[src/rtl/bias_loader.sv]
// ---------------------------------------------------------------------------
// bias_loader
//
// Streaming writer for the classifier output-stage bias vector. Signed bias
// words arrive one per valid/ready handshake and are gathered in a shadow
// buffer. Once a full vector of N entries is present, the whole vector is
// copied into the parallel `bias` output register in a single cycle.
// Downstream logic therefore only ever sees a complete, stable vector.
//
// Optional feature (compile-time macro BIAS_LOADER_CHECKSUM_EN):
//   Each vector is followed by one checksum word. This word must equal the
//   W-bit wrapping sum of the N entries. On a mismatch the vector is dropped
//   and `load_err` pulses. Without the macro, `load_err` is tied low.
//
// Parameters:
//   N           number of bias entries per vector
//   W           word width (two's-complement signed)
//
// Ports:
//   clk         rising-edge clock
//   rst         synchronous, active-high reset
//   in_valid    in_data holds a word
//   in_data     signed bias word, or the checksum word
//   in_ready    loader can accept a word (decoded from state and rst only)
//   bias        committed bias vector, unpacked [N]
//   bias_valid  bias holds a committed vector; sticky until reset
//   load_done   high during the single commit cycle
//   load_err    one-cycle pulse after a checksum mismatch
//   load_idx    number of entries accepted into the vector being loaded
// ---------------------------------------------------------------------------
module bias_loader #(
    parameter int N = 10,
    parameter int W = 32
) (
    input  logic                        clk,
    input  logic                        rst,
    input  logic                        in_valid,
    input  logic signed [W-1:0]         in_data,
    output logic                        in_ready,
    output logic signed [W-1:0]         bias [N],
    output logic                        bias_valid,
    output logic                        load_done,
    output logic                        load_err,
    output logic [$clog2(N+1)-1:0]      load_idx
);

    localparam int IW = $clog2(N+1);
    localparam logic [IW-1:0] LAST_IDX = IW'(N - 1);

`ifdef BIAS_LOADER_CHECKSUM_EN
    typedef enum logic [1:0] {
        LOAD   = 2'd0,
        CHECK  = 2'd1,
        COMMIT = 2'd2
    } state_t;
`else
    typedef enum logic [1:0] {
        LOAD   = 2'd0,
        COMMIT = 2'd2
    } state_t;
`endif

    state_t                 state;
    logic [IW-1:0]          idx;
    logic signed [W-1:0]    shadow [N];
    logic                   xfer;

    // Ready does not look at in_valid, so a source may hold its word across
    // the commit cycle. The word then transfers as soon as LOAD resumes.
    assign in_ready  = !rst && (state != COMMIT);
    assign xfer      = in_valid && in_ready;
    assign load_idx  = idx;

    // Gate with rst so that a reset landing on the commit cycle never shows
    // a completion.
    assign load_done = !rst && (state == COMMIT);

    // Shadow capture: data path, intentionally not reset
    always_ff @(posedge clk) begin
        if (xfer && (state == LOAD)) begin
            shadow[idx] <= in_data;
        end
    end

`ifdef BIAS_LOADER_CHECKSUM_EN
    logic signed [W-1:0]    sum_p0;
    logic                   sum_match;

    // Modular accumulation: the carry out of bit W-1 is discarded.
    function automatic logic signed [W-1:0] wrap_add(
        input logic signed [W-1:0] a,
        input logic signed [W-1:0] b
    );
        return a + b;
    endfunction

    // Running checksum: the first entry of a vector restarts the sum.
    // No reset is needed, because idx==0 always reseeds the sum.
    always_ff @(posedge clk) begin
        if (xfer && (state == LOAD)) begin
            sum_p0 <= (idx == '0) ? in_data : wrap_add(sum_p0, in_data);
        end
    end

    assign sum_match = (in_data == sum_p0);
`endif

    // Control FSM
    always_ff @(posedge clk) begin
        if (rst) begin
            state      <= LOAD;
            idx        <= '0;
            bias_valid <= 1'b0;
`ifdef BIAS_LOADER_CHECKSUM_EN
            load_err   <= 1'b0;
`endif
        end else begin
`ifdef BIAS_LOADER_CHECKSUM_EN
            load_err <= 1'b0;
`endif
            case (state)
                LOAD: begin
                    if (xfer) begin
                        idx <= idx + 1'b1;
                        if (idx == LAST_IDX) begin
`ifdef BIAS_LOADER_CHECKSUM_EN
                            state <= CHECK;
`else
                            state <= COMMIT;
`endif
                        end
                    end
                end
`ifdef BIAS_LOADER_CHECKSUM_EN
                CHECK: begin
                    if (xfer) begin
                        if (sum_match) begin
                            state <= COMMIT;
                        end else begin
                            // Drop the vector and keep the committed one.
                            load_err <= 1'b1;
                            idx      <= '0;
                            state    <= LOAD;
                        end
                    end
                end
`endif
                COMMIT: begin
                    bias_valid <= 1'b1;
                    idx        <= '0;
                    state      <= LOAD;
                end
                default: begin
                    state <= LOAD;
                end
            endcase
        end
    end

`ifndef BIAS_LOADER_CHECKSUM_EN
    assign load_err = 1'b0;
`endif

    // Committed output register: updated only in COMMIT, so partial
    // vectors are never visible.
    always_ff @(posedge clk) begin
        if (rst) begin
            for (int i = 0; i < N; i++) begin
                bias[i] <= '0;
            end
        end else if (state == COMMIT) begin
            for (int i = 0; i < N; i++) begin
                bias[i] <= shadow[i];
            end
        end
    end

endmodule
[config.mk]
export PLATFORM = sky130hd
export DESIGN_NAME = bias_loader
export DESIGN_NICKNAME = d
export VERILOG_FILES = /design/src/rtl/bias_loader.sv
export SDC_FILE = /design/constraint.sdc
export NUM_CORES = 1
export LEC_CHECK = 0
export ABC_AREA = 1
export CORE_AREA = 2 2 200 202
export DETAILED_ROUTE_END_ITERATION = 10
export DIE_AREA = 0 0 202 204
export PLACE_DENSITY_LB_ADDON = 0.2
export SLEW_MARGIN = 25
export SYNTH_ARGS = -nofsm -noshare
export SYNTH_HDL_FRONTEND = slang
export SYNTH_SLANG_ARGS = --single-unit
[constraint.sdc]
create_clock -name clk -period 5.45 [get_ports clk]
set_input_delay 1.09 -clock clk [delete_from_list [all_inputs] [get_ports clk]]
set_output_delay 1.09 -clock clk [all_outputs]
set_load 0.02 [all_outputs]
### Word-level counts from Yosys, hierarchy flattened

Memory sizes are Yosys's and may differ from the RTL's. A register that Yosys moved wholly into a read port is not among the register bits.
Cells that the tools add are included.

| storage, ports and cells | value |
|---|---|
| memories | 1 |
| logic and storage cells | 23 |
| memory bits (writable) | 320 |
| bits of input ports | 35 |
| output and inout port bits | 328 |
| register bits | 6 |

Memory list:

| memory | words | bits a word | rd ports | clocked after Yosys merged registers in | wr ports | RTL line | RTL |
|---|---|---|---|---|---|---|---|
| shadow | 10 | 32 | 10 | 10 | 1 | 65 | `logic signed [W-1:0] shadow [N];` |

| cells by class | value |
|---|---|
| bitwise operators | 2 |
| add/subtract/negate cells | 1 |
| mux-type cells | 4 |
| eq/ne operators | 2 |
| reductions and logical operators | 10 |

Operator list:

| operator | number |
|---|---|
| $pmux 4 s2 | 1 |
| $add 4x1->4 const B | 1 |
| $eq 4x4->1 const B | 1 |
| $logic_and 1x1->1 | 4 |
| $mux 4 | 1 |
| $reduce_and 2->1 | 2 |
| $logic_not 2->1 | 1 |
| $mux 1 | 2 |
| $ne 2x2->1 const B | 1 |
| $not 1->1 | 2 |
| $reduce_bool 2->1 | 1 |
| $reduce_or 2->1 | 1 |
| $logic_not 1->1 | 1 |

### Depth between registers and ports, before layout

Gate-level depths: netlist (run 1).

| logic depth | value |
|---|---|
| word-level depth | 6 |
| depth in mapped cells | 6 |

### Least setup slack after synthesis (run 1)

OpenSTA, ideal clock, no wires.

| path | value |
|---|---|
| path type | input to register |
| start point | input port rst |
| end point | memory shadow[0][0], enable pin |
| required time | 4.989 ns |
| arrival time | 3.717 ns |
| path slack | 1.272 ns |
| library setup time | 0.461 ns |
| buffers on the path | 1 |
| stages | 4 |
| path through | nor2_4 buf_4 nand2_2 nor3_1 |

| on the way | value |
|---|---|
| cells in the longest elaborated chain, start to end | 6 |

RTL lines:

| element | RTL line | RTL |
|---|---|---|
| from (decl) | 36 | `input logic rst,` |
| $logic_not 1->1 | 70 | `assign in_ready = !rst && (state != COMMIT);` |
| $logic_and 1x1->1 | 70 |  |
| $logic_and 1x1->1 | 71 | `assign xfer = in_valid && in_ready;` |
| $logic_and 1x1->1 | 80 | `if (xfer && (state == LOAD)) begin` |
| $mux 1 | 80 |  |
| $mux 1 (not written as such) | 81 | `shadow[idx] <= in_data;` |
| to (decl) | 65 |  |

Every way passes these cells.

### Worst setup path in the final report (run 1)

| path | value |
|---|---|
| start point | input port rst |
| end point | output port load_done |

| on the way | value |
|---|---|
| cells in the longest elaborated chain, start to end | 2 |

RTL lines:

| element | RTL line | RTL |
|---|---|---|
| $logic_not 1->1 | 76 | `assign load_done = !rst && (state == COMMIT);` |
| $logic_and 1x1->1 | 76 |  |
| to (decl) | 42 | `output logic load_done,` |

Every way passes these cells.

==> run_results.csv, run 1 <==
group,metric,value,unit
status,status,"finished, final reports clean",
logic_synthesis,yosysSeqAreaShare,0.822,
worst_setup_path,cp_data_required_time,4360,ps
clocking,cts_tree,"done",
logic_synthesis,syn-cell-area,19600,sq um
timing,finClkSkew,11.4,ps
power,power.total,0.00938,W
worst_setup_path,timing.critical_path.arrival,2990,ps
floorplan,num_io_pins,363,
routing,antenna_left,0,
placement,gp_congestion,0.804,
logic_synthesis,ys_top_cells_by_area,"edfxtp_1, dfxtp_1, a22o_1",
routing,drt-initial-drc-count,760,
timing,setup_tns,0,ps
logic_synthesis,postSynthCellCount,1091,
global_routing,grt_pass1_wl,69400,um
routing,wl_per_cell,23.3,um
routing,vias_per_cell,5.39,
logic_synthesis,yosysMostFrequentCell,"dfxtp_1",
clocking,cts-root-buf,"clkbuf_16",
timing,drv_slew,0,
logic_synthesis,synth.avg_cell_area,18.0,sq um
power,leakage,9.00,nW
floorplan,die-width,202,um
clocking,cts_htree_levels,2,
placement,dp_hpwl,28300,um
worst_setup_path,regToRegStartpoint,"state[1]",
worst_setup_path,path_cells,"clkdlybuf4s50_1 > inv_2 > nand2_1 > inv_8 > clkdlybuf4s50_1",
layout,drive_gt1_frac,0.0807,
floorplan,dieArea,41200,sq um
worst_hold_path,hold_class,"flop to flop",
worst_setup_path,crit_start,"rst",
routing,drt_pass1_iterations,5,
routing,totalWireLength,47300,um
logic_synthesis,synth_seq_cells,646,
worst_setup_path,cp_max_fo,81,
timing,finalHoldViolations,0,
logic_synthesis,synthArstFlopShare,0,
logic_synthesis,synth_nets,1130,
placement,dpl.cell_count,1926,
placement,pre_cts_ws,1370,ps
logic_synthesis,synth_flop_cell,"dfxtp_1",
global_routing,grt_pass1_vias,10700,
floorplan,start_util,0.501,
routing,vias,11000,
floorplan,rows,73,
global_routing,antenna_found_initial,0,
clocking,cts_setup_buffers,0,
timing,relSlewSlack,0.397,
timing,worst_slack,1370,ps
timing,fmax,245,MHz
clocking,clkTransAtPathRegs,60,ps
timing,grt_setup_unrepaired,"no",
global_routing,overflow,0,
logic_synthesis,synth_top_area_share,0.489,
routing,route.detailed.drc,0,
layout,syn_to_final_growth,30.6,%
logic_synthesis,synth.distinct_cells,19,
power,power_density,365,nW/um^2
logic_synthesis,synth-edff-count,320,
worst_setup_path,startpoint_type,"input port",
worst_setup_path,path_common_cell,"clkdlybuf4s50_1",
worst_hold_path,worstHoldStart,"shadow[7][2]",
worst_setup_path,slowest_delay,700,ps
timing,finalSetupViolations,0,
layout,n_antenna_cell,0,
clocking,cts.sinks,646,
worst_setup_path,cp_slowest_cell,"clkdlybuf4s50_1",
clocking,postCtsResizedCells,0,
worst_setup_path,cp_num_buf_inv,4,
worst_setup_path,crit_family,"buffers and inverters",
clocking,holdBufCountCts,0,
worst_setup_path,crit_path_end_kind,"primary output",
logic_synthesis,synth_common_cells,"dfxtp_1, a22o_1, edfxtp_1",
clocking,clk_latency,590,ps
timing,fin_crit_sh,0.749,
global_routing,grt_start_max_net_pins,193,
flow_run,drv_cap,0,
timing,period_needed,4080,ps
layout,nNetsFinal,1502,
placement,numPortBuffers,361,
timing,worst_pin_slew,904,ps
clocking,cts_made_buffers,60,
layout,n_fill_cell,2735,
global_routing,grtUsageTotal,0.226,
power,ir_drop,0.000297,V
logic_synthesis,yosysWarningCount,0,
layout,final_cells,2036,
worst_setup_path,worst-setup-path-type,"input port to primary output",
logic_synthesis,synth.largest_area_cell,"edfxtp_1",
clocking,cts_buffer_depth,3,
floorplan,coreArea,39200,sq um
floorplan,die_h,204,um
-- stage by stage --
| stage | utilization | area [sq um] | hold slack (ps) |
|---|---|---|---|
| 2_1_floorplan | - | 19600 | 436 |
| 3_5_place_dp | 0.605 | 23700 | 440 |
| 6_report | 0.655 | 25700 | 448 |
| 5_1_grt | 0.655 | 25700 | 460 |
| 3_3_place_gp | 0.605 | 23700 | 438 |
| 4_1_cts | 0.655 | 25700 | 444 |
-- path summary, 6_finish.rpt --
check                   to  cells after the start  slack [ps]
max reg2reg  shadow[3][25]                      4        2770
min               bias[66]                      1         450
min reg2reg       bias[66]                      1         450
max              load_done                      5        1370
-- final cells by class --
| type | count | area, sq um | share of cell area |
|---|---|---|---|
| clock inverter | 18 | 190 | 0.00741 |
| inverter | 12 | 52.6 | 0.00205 |
| tap | 525 | 657 | 0.0256 |
| sequential | 646 | 16100 | 0.629 |
| timing repair buffer | 381 | 3790 | 0.148 |
| multi-input combinational | 362 | 3080 | 0.120 |
| clock buffer | 92 | 1760 | 0.0684 |
-- power breakdown --
group	leakage [nW]	switching [W]	internal [W]
Combinational	2.52	0.000117	0.0000341
Sequential	5.51	0.00000613	0.00511
Clock	0.964	0.00171	0.00240
Total	9.00	0.00183	0.00755
-- state kept, by name, indices dropped and copies added (netlist names) --
name        flops
bias_valid      1
load_idx        4
shadow        320
bias          320
state           1
-- layer usage --
metal,part of all wire,global-route usage
met1,0.43,0.310
met2,0.46,0.352
met3,0.078,0.0612
met4,0.024,0.0717
met5,0,0
-- layout by cell type (no fill, tap or decap), types with 3 or more instances in the layout --
cell type and count:
edfxtp_1 320, ha_1 4, a22o_1 320, inv_1 10, clkdlybuf4s50_1 361, nor3_2 8, nand2_1 10, clkbuf_1 22
bufinv_16 4, nand3_1 3, clkinv_2 14, nor2_4 3, buf_4 16, o21ai_0 3, a21oi_1 3, buf_6 3
nor2_1 5, dfxtp_1 326, clkbuf_16 63, clkbuf_8 7
-- cells by family (layout without fill, tap and decap cells) --
family | after synthesis | in the layout | share of synthesized area
AOI/OAI and AO/OA | 326 | 326 | 0.144
DFF | 646 | 646 | 0.822
buffers and inverters | 83 | 503 | 0.0243
and+or+nand+nor | 31 | 31 | 0.00720
other | 1 | 1 | 0.000191
adders and majority gates | 4 | 4 | 0.00255
No activity file was read; power rests on OpenSTA's default activity.
==> inputs of run 2 (changes only) <==
--- a/config.mk
+++ b/config.mk
@@ -6,9 +6,9 @@
 export NUM_CORES = 1
 export LEC_CHECK = 0
 export ABC_AREA = 1
-export CORE_AREA = 2 2 200 202
+export CORE_AREA = 2 2 210 212
 export DETAILED_ROUTE_END_ITERATION = 10
-export DIE_AREA = 0 0 202 204
+export DIE_AREA = 0 0 212 214
 export PLACE_DENSITY_LB_ADDON = 0.2
 export SLEW_MARGIN = 25
 export SYNTH_ARGS = -nofsm -noshare
==> constraint.sdc (replaced) <==
create_clock -name clk -period 3.3 [get_ports clk]
set_input_delay 0.66 -clock clk [delete_from_list [all_inputs] [get_ports clk]]
set_output_delay 0.66 -clock clk [all_outputs]
set_load 0.02 [all_outputs]
==> run 2 against run 1 <==
Cell count increased by 3.2%. Worst setup slack got worse by 880 ps. Hold slack got worse by 0.71 ps. Power grew 67%. Flip-flop and latch count unchanged. Non-clock buffer count increased by 2. Routed wire length up 1.3%. Sequential power rose by 65%. Global-route usage down 1.8 points. Critical endpoint unchanged.
==> run_results.csv, run 2 (synthesis results as in run 1) <==
group,metric,value,unit
global_routing,top_usage_layer,"met2",
layout,most-common-layout-cells,"clkdlybuf4s50_1, dfxtp_1, a22o_1, edfxtp_1, clkbuf_16",
placement,placed_area,23900,sq um
layout,nNetsFinal,1505,
worst_setup_path,path_common_cell,"clkdlybuf4s50_1",
placement,pre_cts_ws,502,ps
routing,antenna_left,0,
routing,totalWireLength,47900,um
power,p_clk_frac,0.443,
routing,drt_pass1_iterations,5,
global_routing,overflow,0,
power,ir_drop,0.000393,V
worst_setup_path,crit_path_end_kind,"primary output",
timing,relSlewSlack,0.348,
floorplan,rows,76,
timing,grt_setup_unrepaired,"no",
clocking,postCtsResizedCells,0,
global_routing,grt_pass1_vias,10700,
placement,gp_congestion,0.794,
timing,worst_pin_slew,977,ps
timing,fin_crit_sh,0.851,
placement,dp_hpwl,28700,um
clocking,cts-root-buf,"clkbuf_16",
worst_setup_path,crit_start,"rst",
floorplan,start_util,0.458,
power,power.switching,0.00309,W
power,power_density,604,nW/um^2
timing,worst_slack,492,ps
clocking,cts_setup_buffers,0,
worst_setup_path,regToRegStartpoint,"state[1]",
clocking,holdBufCountCts,0,
placement,numPortBuffers,361,
power,p_int,0.0126,W
floorplan,dieArea,45400,sq um
layout,n_fill_cell,3205,
clocking,cts_tree,"done",
routing,route.detailed.drc,0,
clocking,cts_htree_levels,2,
routing,vias_per_cell,5.23,
timing,finClkSkew,9.63,ps
clocking,clkTransAtPathRegs,60,ps
power,leakage,9.06,nW
clocking,clk_latency,600,ps
worst_setup_path,cp_data_required_time,2640,ps
global_routing,grtUsageTotal,0.208,
clocking,cts_buffer_depth,3,
power,switching_share,0.197,
timing,finalSetupViolations,0,
clocking,cts.sinks,646,
floorplan,num_io_pins,363,
timing,fmax,356,MHz
layout,final_util,0.603,
worst_hold_path,hold_class,"flop to flop",
worst_hold_path,worstHoldStart,"shadow[8][12]",
timing,finalHoldViolations,0,
global_routing,use_met1,0.280,
worst_setup_path,path_cells,"clkdlybuf4s50_1 > inv_2 > nand2_1 > inv_8 > clkdlybuf4s50_1",
routing,wl_per_cell,22.8,um
worst_setup_path,cp_max_fo,5,
power,seqPwrFrac,0.541,
global_routing,grt_pass1_wl,70000,um
flow_run,drv_cap,0,
layout,syn_to_final_growth,31.8,%
routing,drt-initial-drc-count,751,
floorplan,die-width,212,um
worst_setup_path,timing.critical_path.arrival,2150,ps
layout,drive_gt1_frac,0.0857,
global_routing,grt_start_max_net_pins,182,
global_routing,antenna_found_initial,0,
timing,setup_tns,0,ps
clocking,cts_made_buffers,61,
global_routing,grt_use_met3,0.0594,
power,pwr-share-comb,0.016,
layout,n_antenna_cell,0,
worst_setup_path,worst-setup-path-type,"input port to primary output",
floorplan,die_h,214,um
worst_setup_path,cp_slowest_cell,"clkdlybuf4s50_1",
routing,vias,11000,
worst_setup_path,startpoint_type,"input port",
layout,mostFrequentLayoutCell,"clkdlybuf4s50_1",
worst_setup_path,slowest_delay,600,ps
global_routing,use_met2,0.323,
timing,drv_slew,0,
floorplan,coreArea,42900,sq um
timing,period_needed,2810,ps
status,status,"finished, final reports clean",
layout,stdcell_area,25900,sq um
==> run 2: worst paths after layout <==
kind	slack, ps	depth (start not counted)	end
setup reg to reg	1370	4	shadow[1][18]
setup / recovery	490	5	load_done
hold reg to reg	450	1	bias[44]
hold / removal	450	1	bias[44]
==> run 2: routing by layer <==
layer / vias up / wire length (um)
li1: 5033 / -
met1: 5526 / 21000
met2: 362 / 22400
met3: 67 / 3400
met4: 0 / 1170
met5: - / 0
==> run 2: layout make-up <==
class,count,area [sq um],share of cell area
clock buffer,89,1790,0.0690
sequential,646,16100,0.623
timing repair buffer,383,3870,0.149
inverter,12,52.6,0.00203
multi-input combinational,362,3080,0.119
clock inverter,25,226,0.00875
tap,585,732,0.0283
==> run 2: worst max-delay path: cells and delay by family <==
family	cells	cell delay, ps
buf+inv	4	1330
simple gates	1	150
==> run 2: metrics by stage <==
stage	power [W]	hold WS [ps]	instances
2_1_floorplan	0.00872	436	1091
3_3_place_gp	0.00889	437	1988
3_5_place_dp	0.00889	441	1988
4_1_cts	0.0158	454	2102
5_1_grt	0.0161	462	2102
6_report	0.0156	447	2102
==> run 2: power by group through the flow <==
stage          Sequential [W]  Combinational [W]  Clock (W)
2_1_floorplan         0.00863          0.0000879          0
3_3_place_gp          0.00863           0.000257          0
3_5_place_dp          0.00863           0.000260          0
4_1_cts               0.00846           0.000261    0.00708
5_1_grt               0.00845           0.000274    0.00739
6_report              0.00846           0.000255    0.00693
==> inputs of run 3 (changes only) <==
--- a/config.mk
+++ b/config.mk
@@ -10,6 +10,7 @@
 export DETAILED_ROUTE_END_ITERATION = 10
 export DIE_AREA = 0 0 212 214
 export PLACE_DENSITY_LB_ADDON = 0.2
+export RECOVER_POWER = 50
 export SLEW_MARGIN = 25
 export SYNTH_ARGS = -nofsm -noshare
 export SYNTH_HDL_FRONTEND = slang
==> run 3 against run 2 <==
The flow now finishes with violations (capacitance limit, slew limit). Utilization decreased by 0.30 points. Sequential power about the same. Cell count unchanged. Die area unchanged. Final area decreased by 0.49%. Non-clock buffer count unchanged. Maximum frequency decreased by 3.6%. Global-route usage unchanged. Routed wire length about the same. Largest cell class unchanged. Largest power group unchanged.
==> run_results.csv, run 3 (synthesis results as in run 1) <==
group,metric,value,unit
timing,grt_setup_unrepaired,"no",
timing,fin_crit_sh,0.883,
timing,relSlewSlack,-0.225,
power,power_density,607,nW/um^2
clocking,clkTransAtPathRegs,60,ps
placement,gp_congestion,0.794,
clocking,cts_setup_buffers,0,
timing,period_needed,2910,ps
worst_setup_path,worst-setup-path-type,"input port to primary output",
power,ir_drop,0.000393,V
global_routing,overflow,0,
layout,most-common-layout-cells,"clkdlybuf4s50_1, dfxtp_1, a22o_1, edfxtp_1, clkbuf_16",
worst_hold_path,worstHoldStart,"shadow[8][12]",
clocking,cts-root-buf,"clkbuf_16",
routing,antenna_left,0,
routing,vias,11000,
clocking,holdBufCountCts,0,
routing,totalWireLength,47900,um
worst_setup_path,cp_data_required_time,2640,ps
routing,drt-initial-drc-count,773,
layout,drive_gt1_frac,0.0765,
routing,route.detailed.drc,0,
global_routing,grt_start_max_net_pins,182,
layout,final_util,0.601,
timing,worst_pin_slew,1840,ps
floorplan,dieArea,45400,sq um
power,leakage,9.01,nW
global_routing,grt_pass1_vias,10700,
floorplan,die-width,212,um
worst_hold_path,hold_class,"flop to flop",
layout,regArea,16100,sq um
worst_setup_path,crit_path_end_kind,"primary output",
floorplan,die_h,214,um
global_routing,grtUsageTotal,0.208,
worst_setup_path,crit_start,"rst",
timing,finClkSkew,9.11,ps
status,status,"finished, violations left",
worst_setup_path,regToRegStartpoint,"state[1]",
timing,drv_slew,322,
floorplan,start_util,0.458,
flow_run,drv_cap,2,
floorplan,num_io_pins,363,
placement,placed_area,23900,sq um
clocking,cts_buffer_depth,3,
timing,finalSetupViolations,0,
clocking,cts_made_buffers,61,
worst_hold_path,holdPathStages,1,
layout,n_fill_cell,3232,
layout,stdcell_area,25800,sq um
floorplan,rows,76,
worst_setup_path,reg2reg_depth,3,
timing,finalHoldViolations,0,
routing,drt_pass1_iterations,5,
status,violations,"capacitance limit, slew limit",
clocking,cts_tree,"done",
clocking,cts_htree_levels,2,
routing,wl_per_cell,22.8,um
placement,dp_hpwl,28700,um
placement,numPortBuffers,361,
layout,mostFrequentLayoutCell,"clkdlybuf4s50_1",
global_routing,grt_pass1_wl,70000,um
global_routing,antenna_found_initial,0,
timing,fmax,343,MHz
placement,pre_cts_ws,502,ps
layout,multiInputGateArea,3050,sq um
clocking,clk_latency,600,ps
clocking,postCtsResizedCells,0,
layout,n_antenna_cell,0,
clocking,cts.sinks,646,
worst_setup_path,timing.critical_path.arrival,2250,ps
layout,syn_to_final_growth,31.1,%
layout,nNetsFinal,1505,
routing,vias_per_cell,5.23,
timing,worst_slack,386,ps
worst_setup_path,startpoint_type,"input port",
worst_setup_path,cp_max_fo,5,
floorplan,coreArea,42900,sq um
power,power.total,0.0156,W
## run 3: cell types whose count changed in the layout (fill, tap and decap cells not counted), moves of 2 or more
cell	change
buf_4	-6
clkdlybuf4s50_1	-33
nor3_2	-5
nor3_1	+5
clkbuf_2	+2
buf_12	-5
clkbuf_1	+6
dlygate4sd3_1	+33
clkbuf_4	+2
## run 3: path summary, 6_finish.rpt
path	slack (ps)	to
max	390	load_done
min reg2reg	450	bias[44]
min	450	bias[44]
max reg2reg	810	bias[86]
## run 3: stage by stage
step / cells / TNS (ps) / hold slack, ps
6_report: 2102 / 0 / 448
3_5_place_dp: 1988 / 0 / 441
4_1_cts: 2102 / 0 / 454
3_3_place_gp: 1988 / 0 / 437
2_1_floorplan: 1091 / -114630 / 436
5_1_grt: 2102 / 0 / 462
## run 3: metal layers
metal,part of all wire,vias up,wire (um),global-route usage
li1,-,5030,-,-
met1,0.43,5524,20800,0.280
met2,0.47,366,22400,0.323
met3,0.074,67,3530,0.0594
met4,0.024,0,1170,0.0692
met5,0,-,0,0
## run 3: critical path: stages
cell	delay (ps)
dlygate4sd3_1	600
inv_1	150
nand2_1	100
clkinvlp_2	120
clkdlybuf4s50_1	610
## run 3: final cells by class
class / instances / share of cell area
repair buffers: 383 / 0.147
flip-flops and latches: 646 / 0.627
clock inverters: 25 / 0.00879
clock buffers: 89 / 0.0693
inverters: 12 / 0.00180
well taps: 585 / 0.0284
multi-input cells: 362 / 0.118
## run 3: where the power goes
part           internal [W]  switching, W
registers           0.00845     0.0000105
clock network       0.00405       0.00288
logic             0.0000464      0.000195
total                0.0125       0.00308
